===== src/rtl/countdown_timer_6bit_pkg.sv =====
// rtl/countdown_timer_6bit_pkg.sv - shared constants and state encoding for the 6-bit countdown timer
package countdown_timer_6bit_pkg;

  localparam int WIDTH_DEFAULT = 6;
  localparam int TC_COUNT      = 0;

  typedef enum logic [1:0] {
    ST_IDLE = 2'b00,
    ST_RUN  = 2'b01,
    ST_DONE = 2'b10
  } state_t;

endpackage


===== src/rtl/t_ff_cell.sv =====
// rtl/t_ff_cell.sv - single T flip-flop cell with asynchronous clear
module t_ff_cell (
  input  logic clk,
  input  logic reset,
  input  logic t,
  output logic q
);

  always_ff @(posedge clk or posedge reset) begin
    if (reset) begin
      q <= 1'b0;
    end else if (t) begin
      q <= ~q;
    end
  end

endmodule


===== src/rtl/countdown_timer_6bit.sv =====
// rtl/countdown_timer_6bit.sv - loadable down counter with terminal-count pulse and optional auto-reload
module countdown_timer_6bit
  import countdown_timer_6bit_pkg::*;
#(
  parameter int WIDTH = WIDTH_DEFAULT
) (
  input  logic             clk,
  input  logic             reset,
  input  logic             en,
  input  logic             load,
  input  logic [WIDTH-1:0] load_val,
  input  logic             auto_reload,
  output logic [WIDTH-1:0] q,
  output logic             running,
  output logic             done,
  output logic             tc_pulse
);

  localparam logic [WIDTH-1:0] TC_VAL  = WIDTH'(TC_COUNT);
  localparam logic [WIDTH-1:0] ONE_VAL = WIDTH'(1);

  state_t           state_q, state_d;
  logic [WIDTH-1:0] reload_q, reload_d;
  logic             tc_q, tc_d;
  logic [WIDTH-1:0] q_d;
  logic [WIDTH-1:0] toggle;

  always_comb begin
    q_d      = q;
    state_d  = state_q;
    reload_d = reload_q;
    tc_d     = 1'b0;
    if (load) begin
      q_d      = load_val;
      reload_d = load_val;
      state_d  = (load_val == TC_VAL) ? ST_DONE : ST_RUN;
    end else if (state_q == ST_RUN && en) begin
      if (q == ONE_VAL) begin
        q_d  = TC_VAL;
        tc_d = 1'b1;
        if (!auto_reload) begin
          state_d = ST_DONE;
        end
      end else if (q == TC_VAL) begin
        // Zero only survives a cycle in periodic mode; mode is re-checked here
        if (auto_reload) begin
          q_d = reload_q;
        end else begin
          state_d = ST_DONE;
        end
      end else begin
        q_d = q - ONE_VAL;
      end
    end
  end

  assign toggle = q ^ q_d;

  for (genvar i = 0; i < WIDTH; i++) begin : g_bit
    t_ff_cell u_cell (
      .clk   (clk),
      .reset (reset),
      .t     (toggle[i]),
      .q     (q[i])
    );
  end

  always_ff @(posedge clk or posedge reset) begin
    if (reset) begin
      state_q  <= ST_IDLE;
      reload_q <= '0;
      tc_q     <= 1'b0;
    end else begin
      state_q  <= state_d;
      reload_q <= reload_d;
      tc_q     <= tc_d;
    end
  end

  assign running  = (state_q == ST_RUN);
  assign done     = (state_q == ST_DONE);
  assign tc_pulse = tc_q;

endmodule


===== config.mk =====
export PLATFORM = sky130hd
export DESIGN_NAME = countdown_timer_6bit
export DESIGN_NICKNAME = d
export VERILOG_FILES = /design/src/rtl/countdown_timer_6bit_pkg.sv /design/src/rtl/t_ff_cell.sv /design/src/rtl/countdown_timer_6bit.sv
export SDC_FILE = /design/constraint.sdc
export NUM_CORES = 1
export LEC_CHECK = 0
export CAP_MARGIN = 10
export CORE_MARGIN = 3
export CORE_UTILIZATION = 32
export DETAILED_ROUTE_END_ITERATION = 10
export HOLD_SLACK_MARGIN = 0.05
export PLACE_DENSITY_LB_ADDON = 0.25
export RECOVER_POWER = 50
export SYNTH_ARGS = -nofsm -noshare
export SYNTH_HDL_FRONTEND = slang
export SYNTH_SLANG_ARGS = --single-unit

===== constraint.sdc =====
create_clock -name clk -period 3.2 [get_ports clk]
set_input_delay 0.32 -clock clk [delete_from_list [all_inputs] [get_ports clk]]
set_output_delay 0.32 -clock clk [all_outputs]
set_load 0.05 [all_outputs]

**Yosys cells after proc, flatten, opt, wreduce, memory -nomap -nowiden**

Cells that the tools add are included.

- Muxes and demuxes: 14
- Reduce and logical (&&, ||, !) cells: 6
- Bitwise gates (word level): 7
- Eq/ne operators: 3
- Add/subtract/negate cells: 1

Operators with widths:

| cell | count |
|---|---|
| 6-bit 2-to-1 mux | 5 |
| 6-bit logical NOT | 2 |
| 2-bit 2-to-1 mux | 6 |
| 6-bit by 1-bit == test with 1-bit output (second input constant) | 1 |
| 1-bit NOT | 6 |
| 6-bit by 1-bit subtractor with 6-bit output (second input constant) | 1 |
| 6-bit XOR | 1 |
| 1-bit 2-to-1 mux | 3 |
| 3-bit nonzero test | 1 |
| 2-bit by 1-bit == test with 1-bit output (second input constant) | 1 |
| 2-bit == test (second input constant) | 1 |
| 2-bit AND reduction | 1 |
| 2-bit nonzero test | 1 |
| 1-bit logical AND | 1 |

- Input port bits: 11
- Logic and storage cells: 40
- Bits in registers: 15
- Output and inout bits: 9

**Longest topological paths before layout**

Gate-level depths: netlist of the first run.

- Depth in word-level cells: 6
- Gate-level depth with buffers: 6
- Depth with buffers taken out: 6

**Hierarchy**

A second synthesis of the first run with hierarchy kept.

- Cell total of the unflattened synthesis: 101
- Area, all modules: 996.0 µm²

Modules (own cells, without submodules):

| module | cells an instance | times used | area an instance (µm²) |
|---|---|---|---|
| countdown_timer_6bit | 83 | 1 | 770.7 |
| t_ff_cell | 3 | 6 | 37.5 |

**Worst setup path before layout of the first run**

Ideal clock, no wire load.

- Kind: reg-to-reg
- Start: reg state_q[0]
- End: reg g_bit[5].u_cell.q
- Arrival time: 1.600 ns
- Clock period less this slack: 1.738 ns
- Stages on the path, launching flop included: 5
- Path slack: 1.462 ns
- Path buffers: 0
- Setup time: 0.138 ns
- Data required time: 3.062 ns
- Path through: dfrtp_1 > nor2b_1 > a21oi_1 > a31oi_1 > o221ai_1

- Longest elaborated chain between the ends: 5

Ends and longest elaborated chain:

| element | line | source |
|---|---|---|
| start, declared | countdown_timer_6bit.sv:22 | `state_t state_q, state_d;` |
| start signal, assigned | countdown_timer_6bit.sv:74 | `state_q <= state_d;` |
| 2-bit by 1-bit == test with 1-bit output | n/a |  |
| via running | countdown_timer_6bit.sv:14 | `output logic running,` |
| 1-bit logical AND | countdown_timer_6bit.sv:37 | `end else if (state_q == ST_RUN && en) begin` |
| 6-bit 2-to-1 mux | countdown_timer_6bit.sv:37 |  |
| 6-bit 2-to-1 mux | countdown_timer_6bit.sv:33 | `if (load) begin` |
| 6-bit XOR | countdown_timer_6bit.sv:57 | `assign toggle = q ^ q_d;` |
| end signal, assigned | t_ff_cell.sv:13 | `q <= ~q;` |
| end, declared | t_ff_cell.sv:6 | `output logic q` |

The timed path passes the listed nets, and every way through them passes these cells.
A chain may end at the register's enable or synchronous reset.

**Final worst setup path of the first run**

- Start: reg g_bit[2].u_cell.q
- End: out q[2]

RTL lines:

| element | line | source |
|---|---|---|
| start, declared | t_ff_cell.sv:6 |  |
| start signal, assigned | t_ff_cell.sv:13 |  |
| end, declared | countdown_timer_6bit.sv:13 | `output logic [WIDTH-1:0] q,` |

No word-level cell between the ends.

==> impl_metrics.env, run 1 <==
export IMPL_p_seq_share_pct=46.0
export IMPL_ios=20
export IMPL_die_area_um2=3757
export IMPL_dpl_cell_area_um2=1142
export IMPL_multi_input_area_um2=496.7
export IMPL_min_path_type="input port to asynchronous set/reset pin"
export IMPL_path_clk_slew_ns=0.10
export IMPL_power_frac_clock_pct=21.9
export IMPL_worstSetupPathType="flip-flop to output pin"
export IMPL_synth_seq_cells=15
export IMPL_fin_worst_skew_ns=0.01016
export IMPL_timing_rr_end="g_bit[1].u_cell.q"
export IMPL_htree_levels=1
export IMPL_synth_area_leader_cell="dfrtp_1"
export IMPL_hold_ws_ns=0.4974
export IMPL_min_period_ns=2.023
export IMPL_seq_area_um2=375.4
export IMPL_start_util_pct=34.59
export IMPL_clockBufferDepth=2
export IMPL_drc=0
export IMPL_wire_per_inst_um=14.33
export IMPL_grt_pass1_vias=807
export IMPL_internal_power_mw=0.3176
export IMPL_syn_inst=106
export IMPL_tightest_slew_ns=0.5946
export IMPL_rsz0062_at_grt="no"
export IMPL_synth_ff_type="dfrtp_1"
export IMPL_leakage_nw=0.5138
export IMPL_ys_seq_area_share_pct=38.36
export IMPL_status="finished, final reports clean"
export IMPL_cts_sinks=15
export IMPL_dpl_hpwl_mm=1.637
export IMPL_post_route_period_util_pct=63.23
export IMPL_slowest_delay_ns=0.87
export IMPL_synth_compound_area_share_pct=22.63
export IMPL_post_cts_buffers=0
export IMPL_start_kind="flip-flop"
export IMPL_avgSynthCellArea_um2=9.231
export IMPL_synth_edf_count=0
export IMPL_setup_viol=0
export IMPL_synthAdderAreaFrac_pct=3.836
export IMPL_drive_gt1_share_pct=10.00
export IMPL_grt_pass1_wl_mm=3.684
export IMPL_relSlewSlack_pct=60.12
export IMPL_synth_top_family_by_area="compound AO/OA/AOI/OAI gates"
export IMPL_reg2regPathDepth=4
export IMPL_end_kind="output pin"
export IMPL_r2r_start="g_bit[2].u_cell.q"
export IMPL_synth_xor_xnor_area_share_pct=0.8951
export IMPL_synth_simple_gate_area_share_pct=19.05
export IMPL_cellPowerDensity_nw_per_um2=431.0
export IMPL_cp_arrival_ns=1.70
export IMPL_cts_tree="done"
export IMPL_p_comb_share_pct=32.1
export IMPL_ant_nets=0
export IMPL_crit_family="buffers and inverters"
export IMPL_synthesis_area_um2=978.4
export IMPL_fill_cells=291
export IMPL_power_switching_mw=0.1866
export IMPL_core_um2=2829
export IMPL_num_antenna_cells=0
export IMPL_synth_top_area_share_pct=38.36
export IMPL_grt_overflow=0
export IMPL_area_growth_synth_to_final_pct=19.57
export IMPL_design_area_um2=1170
export IMPL_max_cap_violations=0
export IMPL_port_buffers=19
export IMPL_root_buffer="clkbuf_4"
export IMPL_required_ns=2.88
export IMPL_grt_max_degree=16
export IMPL_synthArstFlopShare_pct=100.0
export IMPL_synthTopCellsByCount="15 x dfrtp_1, 11 x nand2_1, 10 x inv_1"
export IMPL_ys_warn_count=0
export IMPL_crit_path_cell_trace="clkdlybuf4s50_1"
export IMPL_hold_buffers=0
export IMPL_row_count=19
export IMPL_antenna_found_initial=0
export IMPL_tns_ns=0
export IMPL_dr_pass1_iters=4
export IMPL_timing_max_transition_violations_final=0
export IMPL_num_vias=821
export IMPL_fp_dieH_um=61.30
export IMPL_rrSetupSlack_ns=1.30
export IMPL_synthTopCellsByArea="dfrtp_1 38%, buf_4 4.6%, nand2_1 4.2%, ha_1 3.8%, inv_1 3.8%"
export IMPL_nets=135
export IMPL_fp_dieW_um=61.30
export IMPL_syn_num_nets=120
export IMPL_synth_cell_types=40
export IMPL_place_congestion=0.8126
export IMPL_ir_drop_mv=0.1602
export IMPL_path_buf_inv=1
export IMPL_fmax_mhz=494.2
export IMPL_crit_slowest_cell="clkdlybuf4s50_1"
export IMPL_path_max_fanout=8
export IMPL_wirelength_mm=2.164
export IMPL_drtIter0Drc=15
export IMPL_p_total_mw=0.5042
export IMPL_p_sw_share_pct=37.01
export IMPL_synthMuxAreaShare_pct=4.348
export IMPL_finalHoldViolCount=0
export IMPL_grt_total_usage_pct=13.38
export IMPL_fin_util_pct=41.35
export IMPL_cts_inserted_buffers=3
export IMPL_insertion_delay_ns=0.29
export IMPL_routed_via_density=5.437
export IMPL_post_cts_resized=0
export IMPL_yosysMostFrequentCell="dfrtp_1"
==> stage by stage <==
stage / setup WS (ns) / instances
floorplan: 1.462 / 106
global placement: 1.150 / 147
detailed placement: 1.132 / 147
CTS: 1.159 / 151
global route: 1.047 / 151
finish: 1.177 / 151
==> cells by family (layout without fill, tap and decap cells) <==
family,Yosys count,count (layout)
adder cells (fa/ha/maj),3,3
AND/OR/NAND/NOR,32,32
multiplexers,4,4
AO/OA/AOI/OAI,31,31
flip-flops,15,15
XOR/XNOR,1,1
buffers and inverters,20,34
==> flip-flops by register name, summed over array words and instances (netlist names) <==
signal / flops
state_q: 2
reload_q: 6
g_bit.u_cell.q: 6
tc_pulse: 1
==> power by group through the flow <==
stage                     clock [mW]  sequential, mW  combinational [mW]
after CTS                      0.116           0.232               0.164
after global routing           0.123           0.236               0.176
after global placement             0           0.235               0.163
final                          0.110           0.232               0.162
after detailed placement           0           0.236               0.163
after floorplan                    0           0.229               0.127
==> worst max path at each step <==
stage,start,depth (start not counted),slack [ns],end
floorplan,state_q[0],4,1.46,g_bit[5].u_cell.q
global placement,en,5,1.15,g_bit[5].u_cell.q
detailed placement,en,5,1.13,g_bit[5].u_cell.q
CTS,state_q[0],2,1.16,running
global route,state_q[0],2,1.05,running
finish,g_bit[2].u_cell.q,1,1.18,q[2]
==> cells in the final DEF, fill, tap and decap left out, types with 2 or more instances in the layout <==
cell / netlist / routed
a21o_1: 3 / 3
a21oi_1: 4 / 4
a31oi_1: 4 / 4
and2_2: 2 / 2
clkbuf_4: 0 / 3
clkdlybuf4s50_1: 0 / 17
dfrtp_1: 15 / 15
dlygate4sd3_1: 0 / 2
ha_1: 3 / 3
inv_1: 10 / 10
mux2_2: 2 / 2
mux2i_1: 2 / 2
nand2_1: 11 / 11
nand3_1: 4 / 4
nor2_1: 5 / 5
nor3b_1: 2 / 2
o21ai_0: 7 / 7
o221ai_1: 2 / 2
==> per-layer routing <==
layer / up-vias / global-route usage, % / wire length (um)
li1: 407 / - / -
met1: 392 / 18.53 / 1038
met2: 18 / 20.09 / 986
met3: 4 / 1.677 / 87
met4: 0 / 7.430 / 51
met5: - / 0 / 0
==> area by class of cell <==
| cell class | instances | area share, % |
|---|---|---|
| Sequential cell | 15 | 32.09 |
| Inverter | 11 | 3.529 |
| Timing Repair Buffer | 19 | 16.26 |
| Tap cell | 31 | 3.316 |
| Clock buffer | 3 | 1.925 |
| Multi-Input combinational cell | 71 | 42.46 |
| Clock inverter | 1 | 0.4278 |
Note: power is estimated with default switching activity, not from simulation.
==> inputs of run 2 (changes only) <==
==> constraint.sdc (replaced) <==
create_clock -name clk -period 1.9 [get_ports clk]
set_input_delay 0.19 -clock clk [delete_from_list [all_inputs] [get_ports clk]]
set_output_delay 0.19 -clock clk [all_outputs]
set_load 0.05 [all_outputs]
==> run 2 against run 1 <==
Compared with the run above: highest routed layer unchanged; critical path type unchanged; sequential power grew 67%; sequential share of layout area shrank 1.0 points; non-clock buffer count grew 5; worst hold slack lost 0.10 ns; global-route usage grew 0.17 points; die area is the same; power grew 71%.
==> impl_metrics.env, run 2 (synthesis results as in run 1) <==
export IMPL_grt_pass1_vias=853
export IMPL_area_growth_synth_to_final_pct=23.40
export IMPL_cp_startpoint="g_bit[4].u_cell.q"
export IMPL_post_cts_resized=0
export IMPL_insertion_delay_ns=0.27
export IMPL_path_max_fanout=6
export IMPL_path_buf_inv=1
export IMPL_top_regs="g_bit.u_cell.q: 6 flops, reload_q: 6 flops, state_q: 2 flops"
export IMPL_layout_common_cells="15 x dfrtp_1, 15 x clkdlybuf4s50_1, 11 x nand2_1"
export IMPL_status="finished, final reports clean"
export IMPL_grt_total_usage_pct=13.56
export IMPL_ir_drop_mv=0.2797
export IMPL_grt_overflow=0
export IMPL_cellPowerDensity_nw_per_um2=712.8
export IMPL_drive_gt1_share_pct=13.60
export IMPL_p_seq_share_pct=45.1
export IMPL_num_vias=849
export IMPL_grt_pass1_wl_mm=3.870
export IMPL_wirelength_mm=2.316
export IMPL_drc=0
export IMPL_setup_viol=0
export IMPL_dpl_hpwl_mm=1.845
export IMPL_ios=20
export IMPL_hold_buffers=0
export IMPL_end_kind="output pin"
export IMPL_place_congestion=0.8492
export IMPL_path_clk_slew_ns=0.09
export IMPL_num_antenna_cells=0
export IMPL_internal_power_mw=0.5466
export IMPL_fin_worst_skew_ns=0.001493
export IMPL_r2r_start="g_bit[0].u_cell.q"
export IMPL_min_period_ns=1.832
export IMPL_required_ns=1.71
export IMPL_tns_ns=0
export IMPL_grt_max_degree=16
export IMPL_dpl_cell_area_um2=1177
export IMPL_design_area_um2=1207
export IMPL_row_count=19
export IMPL_die_area_um2=3757
export IMPL_ant_nets=0
export IMPL_crit_path_cell_trace="clkdlybuf4s50_1"
export IMPL_post_route_period_util_pct=96.42
export IMPL_timing_max_transition_violations_final=0
export IMPL_rsz0062_at_grt="no"
export IMPL_port_buffers=19
export IMPL_fmax_mhz=545.9
export IMPL_crit_slowest_cell="clkdlybuf4s50_1"
export IMPL_slowest_delay_ns=0.86
export IMPL_antenna_found_initial=0
export IMPL_leakage_nw=0.5445
export IMPL_max_cap_violations=0
export IMPL_htree_levels=1
export IMPL_crit_family="buffers and inverters"
export IMPL_fp_dieW_um=61.30
export IMPL_root_buffer="clkbuf_4"
export IMPL_drtIter0Drc=32
export IMPL_p_sw_share_pct=36.49
export IMPL_cp_arrival_ns=1.64
export IMPL_cts_tree="done"
export IMPL_tightest_slew_ns=0.5712
export IMPL_core_um2=2829
export IMPL_relSlewSlack_pct=61.88
export IMPL_post_cts_buffers=0
export IMPL_power_frac_clock_pct=21.0
export IMPL_fp_dieH_um=61.30
export IMPL_power_switching_mw=0.3141
export IMPL_min_path_type="input port to asynchronous set/reset pin"
export IMPL_cts_sinks=15
export IMPL_start_kind="flip-flop"
export IMPL_dr_pass1_iters=4
export IMPL_cts_inserted_buffers=3
export IMPL_nets=140
export IMPL_finalHoldViolCount=0
export IMPL_worstSetupPathType="flip-flop to output pin"
export IMPL_p_comb_share_pct=33.9
export IMPL_routed_via_density=5.442
export IMPL_wire_per_inst_um=14.85
export IMPL_clockBufferDepth=2
export IMPL_start_util_pct=34.59
run 2: final timing paths:
kind                       slack, ns  cells past startpoint           endpoint
max in group asynchronous       1.13                      2  g_bit[0].u_cell.q
max                             0.07                      1               q[4]
min reg2reg                     0.51                      1        reload_q[3]
min                             0.40                      2        reload_q[5]
min in group clk                0.51                      1        reload_q[3]
max reg2reg                     0.12                      5  g_bit[1].u_cell.q
run 2: cell type report:
cell class	instances	area [um^2]
clock buffers	4	26.28
inverters	11	41.29
flip-flops and latches	15	375.4
repair buffers	24	224.0
well taps	31	38.79
fillers	277	1622
multi-input cells	71	501.7
run 2: through the flow:
step	utilization, %	instances	total power, mW	setup slack [ns]	hold WS, ns
floorplan	-	106	0.5993	0.1622	0.09148
global placement	41.62	152	0.6817	0.1595	0.4874
detailed placement	41.62	152	0.6871	0.09931	0.4977
CTS	42.55	156	0.8672	0.008143	0.2773
global route	42.68	156	0.9055	0.01458	0.4416
finish	42.68	156	0.8606	0.06810	0.3950
run 2: routing by layer:
layer,vias to the layer above,share of wire (%),GRT usage (%)
met5,-,0,0
met4,0,0.39,4.644
met3,2,6.5,2.306
met2,29,50,22.05
met1,404,43,18.15
li1,414,-,-
run 2: power groups by stage:
| stage | registers [mW] | logic (mW) | clock network, mW |
|---|---|---|---|
| floorplan | 0.386 | 0.214 | 0 |
| global placement | 0.393 | 0.289 | 0 |
| detailed placement | 0.395 | 0.292 | 0 |
| CTS | 0.389 | 0.293 | 0.185 |
| global route | 0.394 | 0.314 | 0.198 |
| finish | 0.388 | 0.292 | 0.181 |
